## src/rtl/rst_seq_pkg.sv

```systemverilog
// Shared types and constants for the reset sequencer: FSM states and cause bit layout.
package rst_seq_pkg;

  typedef enum logic [1:0] {
    ASSERT  = 2'd0,
    RELEASE = 2'd1,
    RUN     = 2'd2
  } state_e;

  localparam int unsigned CAUSE_W   = 4;
  localparam int unsigned CAUSE_POR = 0;
  localparam int unsigned CAUSE_SW  = 1;
  localparam int unsigned CAUSE_WDT = 2;
  localparam int unsigned CAUSE_EXT = 3;

  typedef logic [CAUSE_W-1:0] cause_t;

  localparam cause_t CAUSE_RST_VAL = cause_t'(1 << CAUSE_POR);

  function automatic int unsigned max_u(input int unsigned a, input int unsigned b);
    return (a > b) ? a : b;
  endfunction

endpackage

```

## src/rtl/rst_seq_sync.sv

```systemverilog
// Multi-flop synchronizer with asynchronous reset to a configurable value.
module rst_seq_sync #(
  parameter int unsigned STAGES  = 2,
  parameter logic        RST_VAL = 1'b0
) (
  input  logic clk,
  input  logic rst_n,
  input  logic d,
  output logic q
);

  logic [STAGES-1:0] sync_q;
  logic [STAGES-1:0] sync_d;

  always_comb begin
    sync_d = {sync_q[STAGES-2:0], d};
  end

  always_ff @(posedge clk or negedge rst_n) begin
    if (!rst_n) sync_q <= {STAGES{RST_VAL}};
    else        sync_q <= sync_d;
  end

  assign q = sync_q[STAGES-1];

endmodule

```

## src/rtl/rst_seq_ctrl.sv

```systemverilog
// Reset generator/sequencer: merges POR, SW, WDT and EXT requests, holds all domains, then releases them in order.
// Optional macro RST_SEQ_DOM_ACK_EN gates each release on the previous domain's synchronized acknowledge.
module rst_seq_ctrl
  import rst_seq_pkg::*;
#(
  parameter int unsigned N_DOM       = 3,
  parameter int unsigned ASSERT_CYC  = 16,
  parameter int unsigned STAGE_GAP   = 4,
  parameter int unsigned SYNC_STAGES = 2
) (
  input  logic             clk,
  input  logic             rst_n,
  input  logic             sw_rst_req,
  input  logic             wdt_bite,
  input  logic             ext_rst_req_n,
  input  logic             cause_clr,
`ifdef RST_SEQ_DOM_ACK_EN
  input  logic [N_DOM-1:0] dom_ack,
`endif
  output logic [N_DOM-1:0] rst_out_n,
  output logic             rst_busy,
  output logic             rst_done,
  output logic [3:0]       rst_cause
);

  localparam int unsigned CNT_W = $clog2(max_u(ASSERT_CYC, STAGE_GAP) + 1);
  localparam int unsigned IDX_W = $clog2(N_DOM + 1);

  localparam logic [CNT_W-1:0] ASSERT_LAST = CNT_W'(ASSERT_CYC - 1);
  localparam logic [CNT_W-1:0] GAP_LAST    = CNT_W'(STAGE_GAP - 1);
`ifdef RST_SEQ_DOM_ACK_EN
  localparam logic [IDX_W-1:0] IDX_ALL     = IDX_W'(N_DOM);
`else
  localparam logic [IDX_W-1:0] IDX_LAST    = IDX_W'(N_DOM - 1);
`endif

  logic rst_int_s;
  logic ext_s;

  state_e            state_q, state_d;
  logic [CNT_W-1:0]  cnt_q, cnt_d, cnt_inc;
  logic [IDX_W-1:0]  idx_q, idx_d;
  logic [N_DOM-1:0]  out_q, out_d, rel_mask;
  logic              busy_q, busy_d;
  logic              done_q, done_d;
  cause_t            cause_q, cause_d, req_vec;
  logic              req_any;

  // Async-assert / sync-release of the internal reset
  rst_seq_sync #(.STAGES(SYNC_STAGES), .RST_VAL(1'b0)) u_rst_sync (
    .clk   (clk),
    .rst_n (rst_n),
    .d     (1'b1),
    .q     (rst_int_s)
  );

  rst_seq_sync #(.STAGES(SYNC_STAGES), .RST_VAL(1'b1)) u_ext_sync (
    .clk   (clk),
    .rst_n (rst_n),
    .d     (ext_rst_req_n),
    .q     (ext_s)
  );

`ifdef RST_SEQ_DOM_ACK_EN
  logic [N_DOM-1:0] ack_s;
  logic             ack_prev;

  for (genvar gi = 0; gi < N_DOM; gi++) begin : g_ack_sync
    rst_seq_sync #(.STAGES(SYNC_STAGES), .RST_VAL(1'b0)) u_ack_sync (
      .clk   (clk),
      .rst_n (rst_n),
      .d     (dom_ack[gi]),
      .q     (ack_s[gi])
    );
  end

  // Acknowledge of the domain released just before the one idx_q points at
  always_comb begin
    ack_prev = 1'b0;
    for (int unsigned i = 0; i < N_DOM; i++) begin
      if (IDX_W'(i + 1) == idx_q) ack_prev = ack_s[i];
    end
  end
`endif

  always_comb begin
    rel_mask = '0;
    for (int unsigned i = 0; i < N_DOM; i++) begin
      if (IDX_W'(i) == idx_q) rel_mask[i] = 1'b1;
    end
  end

  always_comb begin
    req_vec            = '0;
    req_vec[CAUSE_SW]  = sw_rst_req;
    req_vec[CAUSE_WDT] = wdt_bite;
    req_vec[CAUSE_EXT] = ~ext_s;
    req_any            = |req_vec;
    cnt_inc            = (cnt_q == {CNT_W{1'b1}}) ? cnt_q : cnt_q + CNT_W'(1);
  end

  // Next-state and output decode
  always_comb begin
    state_d = state_q;
    cnt_d   = cnt_q;
    idx_d   = idx_q;
    out_d   = out_q;
    done_d  = 1'b0;
    cause_d = cause_q;

    if (!rst_int_s) begin
      state_d = ASSERT;
      cnt_d   = '0;
      idx_d   = '0;
      out_d   = '0;
      cause_d = CAUSE_RST_VAL;
    end else begin
      // A new request bit survives a simultaneous clear
      cause_d = (cause_clr ? cause_t'(0) : cause_q) | req_vec;

      if (req_any) begin
        state_d = ASSERT;
        cnt_d   = '0;
        idx_d   = '0;
        out_d   = '0;
      end else begin
        unique case (state_q)
          ASSERT: begin
            if (cnt_q >= ASSERT_LAST) begin
              out_d[0] = 1'b1;
              cnt_d    = '0;
`ifdef RST_SEQ_DOM_ACK_EN
              state_d  = RELEASE;
              idx_d    = IDX_W'(1);
`else
              if (N_DOM == 1) begin
                state_d = RUN;
                done_d  = 1'b1;
                idx_d   = '0;
              end else begin
                state_d = RELEASE;
                idx_d   = IDX_W'(1);
              end
`endif
            end else begin
              cnt_d = cnt_inc;
            end
          end
          RELEASE: begin
`ifdef RST_SEQ_DOM_ACK_EN
            if (idx_q == IDX_ALL) begin
              if (ack_s[N_DOM-1]) begin
                state_d = RUN;
                done_d  = 1'b1;
                idx_d   = '0;
              end
            end else if ((cnt_q >= GAP_LAST) && ack_prev) begin
              out_d = out_q | rel_mask;
              cnt_d = '0;
              idx_d = idx_q + IDX_W'(1);
            end else begin
              cnt_d = cnt_inc;
            end
`else
            if (cnt_q >= GAP_LAST) begin
              out_d = out_q | rel_mask;
              cnt_d = '0;
              if (idx_q == IDX_LAST) begin
                state_d = RUN;
                done_d  = 1'b1;
                idx_d   = '0;
              end else begin
                idx_d = idx_q + IDX_W'(1);
              end
            end else begin
              cnt_d = cnt_inc;
            end
`endif
          end
          RUN: begin
            cnt_d = '0;
          end
          default: begin
            state_d = ASSERT;
            cnt_d   = '0;
            idx_d   = '0;
            out_d   = '0;
          end
        endcase
      end
    end

    busy_d = (state_d != RUN);
  end

  always_ff @(posedge clk or negedge rst_n) begin
    if (!rst_n) begin
      state_q <= ASSERT;
      cnt_q   <= '0;
      idx_q   <= '0;
      out_q   <= '0;
      busy_q  <= 1'b1;
      done_q  <= 1'b0;
      cause_q <= CAUSE_RST_VAL;
    end else begin
      state_q <= state_d;
      cnt_q   <= cnt_d;
      idx_q   <= idx_d;
      out_q   <= out_d;
      busy_q  <= busy_d;
      done_q  <= done_d;
      cause_q <= cause_d;
    end
  end

  assign rst_out_n = out_q;
  assign rst_busy  = busy_q;
  assign rst_done  = done_q;
  assign rst_cause = cause_q;

endmodule

```

## config.mk

```make
export PLATFORM = sky130hd
export DESIGN_NAME = rst_seq_ctrl
export DESIGN_NICKNAME = d
export VERILOG_FILES = /design/src/rtl/rst_seq_pkg.sv /design/src/rtl/rst_seq_sync.sv /design/src/rtl/rst_seq_ctrl.sv
export SDC_FILE = /design/constraint.sdc
export NUM_CORES = 1
export LEC_CHECK = 0
export CORE_ASPECT_RATIO = 1.5
export CORE_MARGIN = 2
export CORE_UTILIZATION = 27
export CTS_CLUSTER_SIZE = 30
export DETAILED_ROUTE_END_ITERATION = 8
export GPL_ROUTABILITY_DRIVEN = 1
export HOLD_SLACK_MARGIN = 0.15
export PLACE_DENSITY_LB_ADDON = 0.15
export SYNTH_ARGS = -nofsm -noshare
export SYNTH_HDL_FRONTEND = slang
export SYNTH_SLANG_ARGS = --single-unit
```

## constraint.sdc

```tcl
create_clock -name clk -period 2.6 [get_ports clk]
set_clock_uncertainty 0.1 [all_clocks]
set_input_delay 0.26 -clock clk [delete_from_list [all_inputs] [get_ports clk]]
set_output_delay 0.26 -clock clk [all_outputs]
set_load 0.01 [all_outputs]
```

==> flow_metrics.py, run 1 <==
metrics = {
    "run_status": {
        "outcome": "finished, final reports clean",
    },
    "clock_tree": {
        "ctsHoldBuffers": 0,
        "insertion_delay_ns": 0.26,
        "cts_sinks": 22,
        "cts_tree": "yes",
        "cts_max_level": 1,
        "cts_setup_buffers": 0,
        "cts_root_buffer": "clkbuf_8",
        "cts_buffer_depth": 2,
        "clk_pin_slew_ns": 0.08,
        "ctsResizeCount": 0,
        "cts_made_buffers": 3,
    },
    "floorplanning": {
        "die_area_mm2": 0.00403,
        "num_rows": 26,
        "die_h_um": 76.7,
        "dieWidth_um": 52.5,
        "core_mm2": 0.00338,
        "initial_core_util": 0.281,
        "ioPinCount": 15,
    },
    "routing": {
        "vias": 650,
        "wl_per_cell_um": 12.2,
        "dr.first_iter.drc_count": 13,
        "antenna_left": 0,
        "vias_per_cell": 4.51,
        "drcViolationCount": 0,
        "wl_met1_um": 790,
        "highest_layer": "met4",
        "route.met3.wl_um": 45,
        "wl_um": 1760,
        "first_pass_iters": 3,
        "dr_wl_met2_um": 902,
    },
    "yosys": {
        "synth.cell_area_um2": 952,
        "synth_compound_area_frac": 0.154,
        "muxShareOfSynthArea": 0.0210,
        "async_flop_share": 1.00,
        "synth_xor_area_frac": 0.0276,
        "yosys.area_share.simple": 0.177,
        "netlist.area_leader.share": 0.473,
        "synth_fa_ha_area_frac": 0.0131,
        "synth.distinct_cells": 37,
        "synth_nets": 91,
        "synth_ff_type": "dfrtp_1",
        "ys_top_cells_by_area": "dfrtp_1 47%, dfstp_2 11%, nor2_1 2.8%",
        "synthCells": 84,
        "synth_area_leader_cell": "dfrtp_1",
        "synth_seq_cells": 22,
        "synth_top_family_by_area": "simple AND/OR/NAND/NOR gates",
        "yosys_warnings": 0,
        "synth_seq_area_share": 0.583,
        "synth_edf_count": 0,
        "syn_avg_cell_area_um2": 11.3,
    },
    "pwr": {
        "swShare": 0.192,
        "ir_drop_mv": 0.253,
        "p_seq_frac": 0.498,
        "pwr-share-clk": 0.439,
        "p_per_area_mw_per_mm2": 592,
        "internal_power_mw": 0.583,
        "p_leak_nw": 0.515,
        "p_switching_mw": 0.139,
        "share_comb_of_total_power": 0.062,
    },
    "critical_path": {
        "path_max_fanout": 6,
        "cp_num_buf_inv": 0,
        "cpMaxStageDelayCell": "dfrtp_1",
        "cp.arrival_ns": 1.96,
        "crit_required_ns": 2.69,
        "critical_path.cell_chain": "ha_1, a21o_1, a311oi_1, o21bai_1, a21oi_1",
        "cp-end-kind": "flip-flop",
        "worst_setup_path_start_kind": "flip-flop",
        "cp_slowest_stage_delay_ns": 0.46,
        "path_delay_family": "compound AO/OA/AOI/OAI gates",
        "crit_type": "flip-flop to flip-flop",
    },
    "cells_and_area": {
        "n_antenna_cell": 0,
        "final_common_cell": "dfrtp_1",
        "layout_common_cells": "18 x dfrtp_1, 14 x clkdlybuf4s50_1, 7 x nor2_1, 5 x a21oi_1",
        "area_growth_pct": 28.1,
        "nNetsFinal": 110,
        "final_layout_size_suffix_gt1_frac": 0.147,
    },
    "timing": {
        "hold_violations": 0,
        "clock.fmax_ghz": 0.535,
        "min_period_ns": 1.87,
        "period_share": 0.718,
        "fin_tns_setup_ns": 0,
        "slew_violations": 0,
        "hold_ws_ns": 0.240,
        "finalSetupViolations": 0,
        "rsz0062_at_grt": "no",
    },
    "grt": {
        "grt_max_degree": 23,
        "overflow": 0,
        "antenna_found_initial": 0,
        "grt_pass1_wl_um": 2940,
        "grt_use_total": 0.0957,
        "grt_pass1_vias": 634,
    },
    "placement": {
        "numPortBuffers": 14,
        "finalWeightedCongestion": 0.752,
        "dp_hpwl_um": 1290,
    },
    "run": {
        "maxCapViolations": 0,
    },
    "min_path": {
        "holdCritPathClass": "primary input to asynchronous set/reset pin",
    },
}
synthesized netlist by cell type (2+ instances only):
library cell   n
o21a_1         2
nor2b_1        2
dfstp_2        4
dfrtp_1       18
xnor2_1        2
nand2_1        4
nand2b_1       2
nand3_1        3
mux2i_1        2
a21oi_2        2
conb_1         2
nor2_1         7
a21o_1         3
inv_1          3
a211oi_1       2
a21oi_1        5
kinds of logic after synthesis:
group | Yosys count
fa+ha+maj | 1
compound gates | 21
buf+inv | 4
flops | 22
other cells | 2
simple gates | 29
mux | 2
xor+xnor | 3
sequential cells by signal, indices dropped and copies added (netlist names):
signal and count:
rst_done 1, rst_busy 1, u_rst_sync.sync_q 2, idx_q 2, u_ext_sync.sync_q 2, cnt_q 5, rst_cause 4, state_q 2
rst_out_n 3
worst register-to-register path: cells and delay by family, from the launching register on:
family                   cells  cell delay, ns
adder cells (fa/ha/maj)      1            0.30
AO/OA/AOI/OAI                4            0.93
flip-flops                   1            0.46
power by group through the flow:
| stage | registers, mW | clock network (mW) | logic, mW |
|---|---|---|---|
| floorplan | 0.367 | 0 | 0.0165 |
| CTS | 0.360 | 0.329 | 0.0461 |
| global route | 0.361 | 0.341 | 0.0495 |
| finish | 0.360 | 0.317 | 0.0449 |
| global placement | 0.366 | 0 | 0.0456 |
| detailed placement | 0.366 | 0 | 0.0460 |
cell type report:
cell class	instances	area, µm²
fillers	349	2160
flip-flops and latches	22	556
multi-input cells	58	382
repair buffers	15	148
well taps	42	52.6
clock buffers	3	41.3
clock inverters	1	30.0
inverters	3	11.3
stage by stage:
stage | instance area (µm²) | total power, mW | worst slack, ns | cells | utilization
2_1_floorplan | 952 | 0.383 | 0.986 | 84 | -
3_3_place_gp | 1150 | 0.412 | 0.779 | 140 | 0.339
3_5_place_dp | 1150 | 0.412 | 0.758 | 140 | 0.339
4_1_cts | 1220 | 0.735 | 0.738 | 144 | 0.361
5_1_grt | 1220 | 0.752 | 0.608 | 144 | 0.361
6_report | 1220 | 0.722 | 0.732 | 144 | 0.361
metal layers:
metal	vias to the layer above	global-route usage
li1	327	-
met1	313	0.120
met2	8	0.154
met3	2	0.0175
met4	0	0.0462
met5	-	0
final timing paths:
check | start | endpoint | slack [ns] | cells after the start
max | cnt_q[0] | cnt_q[2] | 0.73 | 5
min | rst_n | rst_cause[1] | 0.24 | 2
max reg2reg | cnt_q[0] | cnt_q[2] | 0.73 | 5
min reg2reg | u_rst_sync.sync_q[0] | u_rst_sync.sync_q[1] | 0.25 | 0
max in group asynchronous | rst_n | rst_cause[0] | 1.88 | 2
min in group clk | u_rst_sync.sync_q[0] | u_rst_sync.sync_q[1] | 0.25 | 0
Power figures use the tool's default switching activity.
==> inputs of run 2 (changes only) <==
clock period = 1.79 ns   (was 2.6 ns; I/O delays follow)
==> flow_metrics.py, run 2 (synthesis results as in run 1) <==
metrics = {
    "grt": {
        "overflow": 0,
        "grt_pass1_vias": 733,
        "grt_pass1_wl_um": 3200,
        "grt_use_total": 0.107,
        "grt_max_degree": 23,
        "antenna_found_initial": 0,
    },
    "floorplanning": {
        "die_area_mm2": 0.00403,
        "ioPinCount": 15,
        "die_h_um": 76.7,
        "dieWidth_um": 52.5,
        "core_mm2": 0.00338,
        "num_rows": 26,
        "initial_core_util": 0.281,
    },
    "timing": {
        "hold_violations": 0,
        "finalSetupViolations": 0,
        "rsz0062_at_grt": "no",
        "hold_ws_ns": 0.162,
        "slew_violations": 0,
        "fin_tns_setup_ns": 0,
        "min_period_ns": 1.65,
        "clock.fmax_ghz": 0.605,
        "period_share": 0.923,
    },
    "critical_path": {
        "cp.arrival_ns": 1.71,
        "critical_path.cell_chain": "or4_1, nor2_1, o211a_2, a21oi_2",
        "path_max_fanout": 6,
        "r2r_start": "cnt_q[4]",
        "worst_setup_path_start_kind": "flip-flop",
        "r2r_end": "rst_out_n[0]",
        "path_delay_family": "simple AND/OR/NAND/NOR gates",
        "cp-end-kind": "flip-flop",
        "r2r_slack_ns": 0.14,
        "reg2reg_depth": 4,
        "crit_required_ns": 1.85,
        "cpMaxStageDelayCell": "or4_1",
        "crit_type": "flip-flop to flip-flop",
        "cp_slowest_stage_delay_ns": 0.57,
        "cp_num_buf_inv": 0,
    },
    "clock_tree": {
        "cts_max_level": 1,
        "cts_root_buffer": "clkbuf_8",
        "clk_pin_slew_ns": 0.08,
        "cts_sinks": 22,
        "cts_buffer_depth": 2,
        "ctsHoldBuffers": 0,
        "cts_made_buffers": 3,
        "insertion_delay_ns": 0.26,
        "cts_tree": "yes",
    },
    "placement": {
        "dp_hpwl_um": 1340,
        "finalWeightedCongestion": 0.711,
        "numPortBuffers": 14,
    },
    "routing": {
        "drcViolationCount": 0,
        "wl_um": 1790,
        "vias_per_cell": 4.71,
        "dr.first_iter.drc_count": 14,
        "first_pass_iters": 2,
        "vias": 697,
        "wl_per_cell_um": 12.1,
        "antenna_left": 0,
    },
    "run_status": {
        "outcome": "finished, final reports clean",
    },
    "cells_and_area": {
        "final_layout_size_suffix_gt1_frac": 0.198,
        "final_common_cell": "dfrtp_1",
        "regMostFlops": "cnt_q",
        "n_antenna_cell": 0,
        "largest_reg_flops": 5,
        "area_growth_pct": 32.3,
        "final_core_util": 0.372,
        "layout_common_cells": "18 x dfrtp_1, 14 x clkdlybuf4s50_1, 7 x nor2_1, 5 x a21oi_1, 5 x buf_4",
        "nNetsFinal": 114,
    },
    "run": {
        "maxCapViolations": 0,
    },
    "min_path": {
        "holdCritPathClass": "primary input to asynchronous set/reset pin",
    },
    "pwr": {
        "p_per_area_mw_per_mm2": 835,
        "p_leak_nw": 0.534,
        "ir_drop_mv": 0.451,
    },
}
run 2: changes by cell type in the layout (fill, tap and decap cells not counted), sizes merged:
cell / previous run / this run
buf: 1 / 5
run 2: what timing repair did:
action	4_1_cts	5_1_grt
setup endpoints to repair	0	4
endpoints found under the hold margin	0	0
gates resized for setup	0	2
setup buffers	0	0
run 2: routing by layer:
metal	vias to the layer above	track usage	part of all wire
met5	-	0	0
met4	0	0.0692	0.034
met3	7	0.0253	0.027
met2	13	0.171	0.52
met1	341	0.122	0.42
li1	336	-	-
run 2: cell type report:
type | count | area [µm²]
fill | 346 | 2120
sequential | 22 | 556
multi-input combinational | 58 | 392
timing repair buffer | 19 | 178
tap | 42 | 52.6
clock buffer | 3 | 41.3
clock inverter | 1 | 30.0
inverter | 3 | 11.3
run 2: worst max path at each step:
stage	startpoint	to	slack (ns)	cells past startpoint
CTS	cnt_q[0]	cnt_q[1]	0.04	5
global route	cnt_q[4]	idx_q[1]	0.02	4
detailed placement	cnt_q[0]	cnt_q[1]	0.07	5
global placement	cnt_q[0]	cnt_q[1]	0.04	5
floorplan	cnt_q[0]	cnt_q[2]	0.18	5
finish	cnt_q[4]	rst_out_n[0]	0.14	4
run 2: where the power goes:
group          total, mW  switching (mW)  leakage (nW)  internal, mW
Clock              0.462           0.164        0.0357         0.299
Combinational     0.0680          0.0310         0.216        0.0371
Sequential         0.522         0.00873         0.282         0.513
Total               1.05           0.203         0.534         0.849
run 2: metrics by stage:
stage / power (mW) / setup WS, ns / std cells / cell area [µm²]
final: 1.05 / 0.138 / 148 / 1260
after global routing: 1.10 / 0.0161 / 148 / 1260
after CTS: 1.07 / 0.0402 / 148 / 1250
after detailed placement: 0.600 / 0.0675 / 144 / 1180
after global placement: 0.600 / 0.0377 / 144 / 1180
after floorplan: 0.557 / 0.176 / 84 / 952
==> inputs of run 3 (changes only) <==
PLACE_DENSITY = 0.48   (was unset)
PLACE_DENSITY_LB_ADDON = unset   (was 0.15)
==> flow_metrics.py, run 3 (synthesis results as in run 1) <==
metrics = {
    "grt": {
        "overflow": 0,
        "grt_use_total": 0.105,
        "grt_max_degree": 23,
        "grt_pass1_vias": 722,
        "grt_pass1_wl_um": 3170,
        "antenna_found_initial": 0,
    },
    "routing": {
        "highest_layer": "met4",
        "wl_per_cell_um": 12.6,
        "drcViolationCount": 0,
        "route.met3.wl_um": 60,
        "dr_wl_met2_um": 1020,
        "vias_per_cell": 4.76,
        "vias": 705,
        "dr.first_iter.drc_count": 23,
        "first_pass_iters": 3,
        "wl_met1_um": 753,
        "antenna_left": 0,
        "wl_um": 1870,
    },
    "placement": {
        "dp_hpwl_um": 1420,
        "numPortBuffers": 14,
        "finalWeightedCongestion": 0.764,
    },
    "clock_tree": {
        "clk_pin_slew_ns": 0.08,
        "cts_buffer_depth": 2,
        "ctsHoldBuffers": 0,
        "cts_made_buffers": 3,
        "cts_root_buffer": "clkbuf_8",
        "cts_max_level": 1,
        "cts_tree": "yes",
        "cts_sinks": 22,
        "insertion_delay_ns": 0.26,
        "cts_setup_buffers": 0,
    },
    "cells_and_area": {
        "n_antenna_cell": 0,
        "final_core_util": 0.372,
        "area_growth_pct": 32.3,
        "final_common_cell": "dfrtp_1",
        "multiInputGateArea_um2": 392,
        "layout_common_cells": "18 x dfrtp_1, 14 x clkdlybuf4s50_1, 7 x nor2_1, 5 x a21oi_1, 5 x buf_4",
        "nNetsFinal": 114,
        "fillers": 354,
        "final_layout_size_suffix_gt1_frac": 0.198,
        "largest_reg_flops": 5,
        "final-seq-area_um2": 556,
        "regMostFlops": "cnt_q",
    },
    "floorplanning": {
        "ioPinCount": 15,
        "die_h_um": 76.7,
        "initial_core_util": 0.281,
        "core_mm2": 0.00338,
        "die_area_mm2": 0.00403,
        "num_rows": 26,
        "dieWidth_um": 52.5,
    },
    "pwr": {
        "p_switching_mw": 0.199,
        "pwr-share-clk": 0.436,
        "share_comb_of_total_power": 0.065,
        "ir_drop_mv": 0.642,
        "swShare": 0.190,
        "p_leak_nw": 0.534,
        "p_seq_frac": 0.499,
        "power_mw": 1.05,
        "p_per_area_mw_per_mm2": 832,
        "internal_power_mw": 0.848,
    },
    "critical_path": {
        "reg2reg_depth": 4,
        "cp-end-kind": "flip-flop",
        "crit_required_ns": 1.88,
        "r2r_start": "state_q[0]",
        "cp.arrival_ns": 1.76,
        "worst_setup_path_start_kind": "flip-flop",
        "path_max_fanout": 11,
        "crit_type": "flip-flop to flip-flop",
        "r2r_slack_ns": 0.12,
        "r2r_end": "rst_out_n[0]",
    },
    "timing": {
        "rsz0062_at_grt": "no",
        "clock.fmax_ghz": 0.599,
        "hold_ws_ns": 0.159,
        "slew_violations": 0,
        "min_period_ns": 1.67,
        "finalSetupViolations": 0,
        "hold_violations": 0,
        "period_share": 0.932,
    },
    "run_status": {
        "outcome": "finished, final reports clean",
    },
    "run": {
        "maxCapViolations": 0,
    },
    "min_path": {
        "holdCritPathClass": "primary input to asynchronous set/reset pin",
    },
}
run 3: worst max path at each step:
| stage | startpoint | endpoint | slack [ns] | depth (start not counted) |
|---|---|---|---|---|
| CTS | cnt_q[0] | cnt_q[3] | 0.02 | 5 |
| finish | state_q[0] | rst_out_n[0] | 0.12 | 4 |
| floorplan | cnt_q[0] | cnt_q[2] | 0.18 | 5 |
| global route | state_q[0] | rst_out_n[0] | 0.03 | 4 |
| global placement | cnt_q[0] | cnt_q[3] | 0.01 | 5 |
| detailed placement | cnt_q[0] | cnt_q[3] | -0.04 | 5 |
run 3: per-layer routing:
| metal | vias up | GRT usage |
|---|---|---|
| met2 | 12 | 0.184 |
| li1 | 339 | - |
| met5 | - | 0 |
| met4 | 0 | 0.0538 |
| met3 | 4 | 0.0175 |
| met1 | 350 | 0.116 |
run 3: cell type report:
type / instances / share of cell area
Sequential cell: 22 / 0.441
Inverter: 3 / 0.00894
Clock buffer: 3 / 0.0328
Timing Repair Buffer: 19 / 0.141
Clock inverter: 1 / 0.0238
Tap cell: 42 / 0.0417
Multi-Input combinational cell: 58 / 0.311
run 3: repair_timing:
action | 4_1_cts | 5_1_grt
cloned | 0 | 0
endpoints found under the setup margin | 4 | 4
pin swaps | 0 | 1
gates resized for setup | 1 | 1
run 3: power by group through the flow:
stage	Combinational (mW)	Sequential [mW]	Clock (mW)
detailed placement	0.0684	0.532	0
finish	0.0677	0.523	0.457
CTS	0.0692	0.523	0.475
global route	0.0759	0.525	0.490
global placement	0.0677	0.532	0
floorplan	0.0239	0.533	0
run 3: worst max-delay path, cell delays in order (launching register included):
cell and delay [ns]:
dfrtp_1 0.53, or3b_2 0.50, a21o_1 0.19, o211a_2 0.15
a21oi_2 0.13
run 3: through the flow:
step	cell area (µm²)	setup TNS (ns)	cells	setup slack [ns]
global route	1260	0	148	0.0343
finish	1260	0	148	0.121
floorplan	952	0	84	0.176
global placement	1180	0	144	0.0142
detailed placement	1180	-0.0424	144	-0.0380
CTS	1260	0	148	0.0154
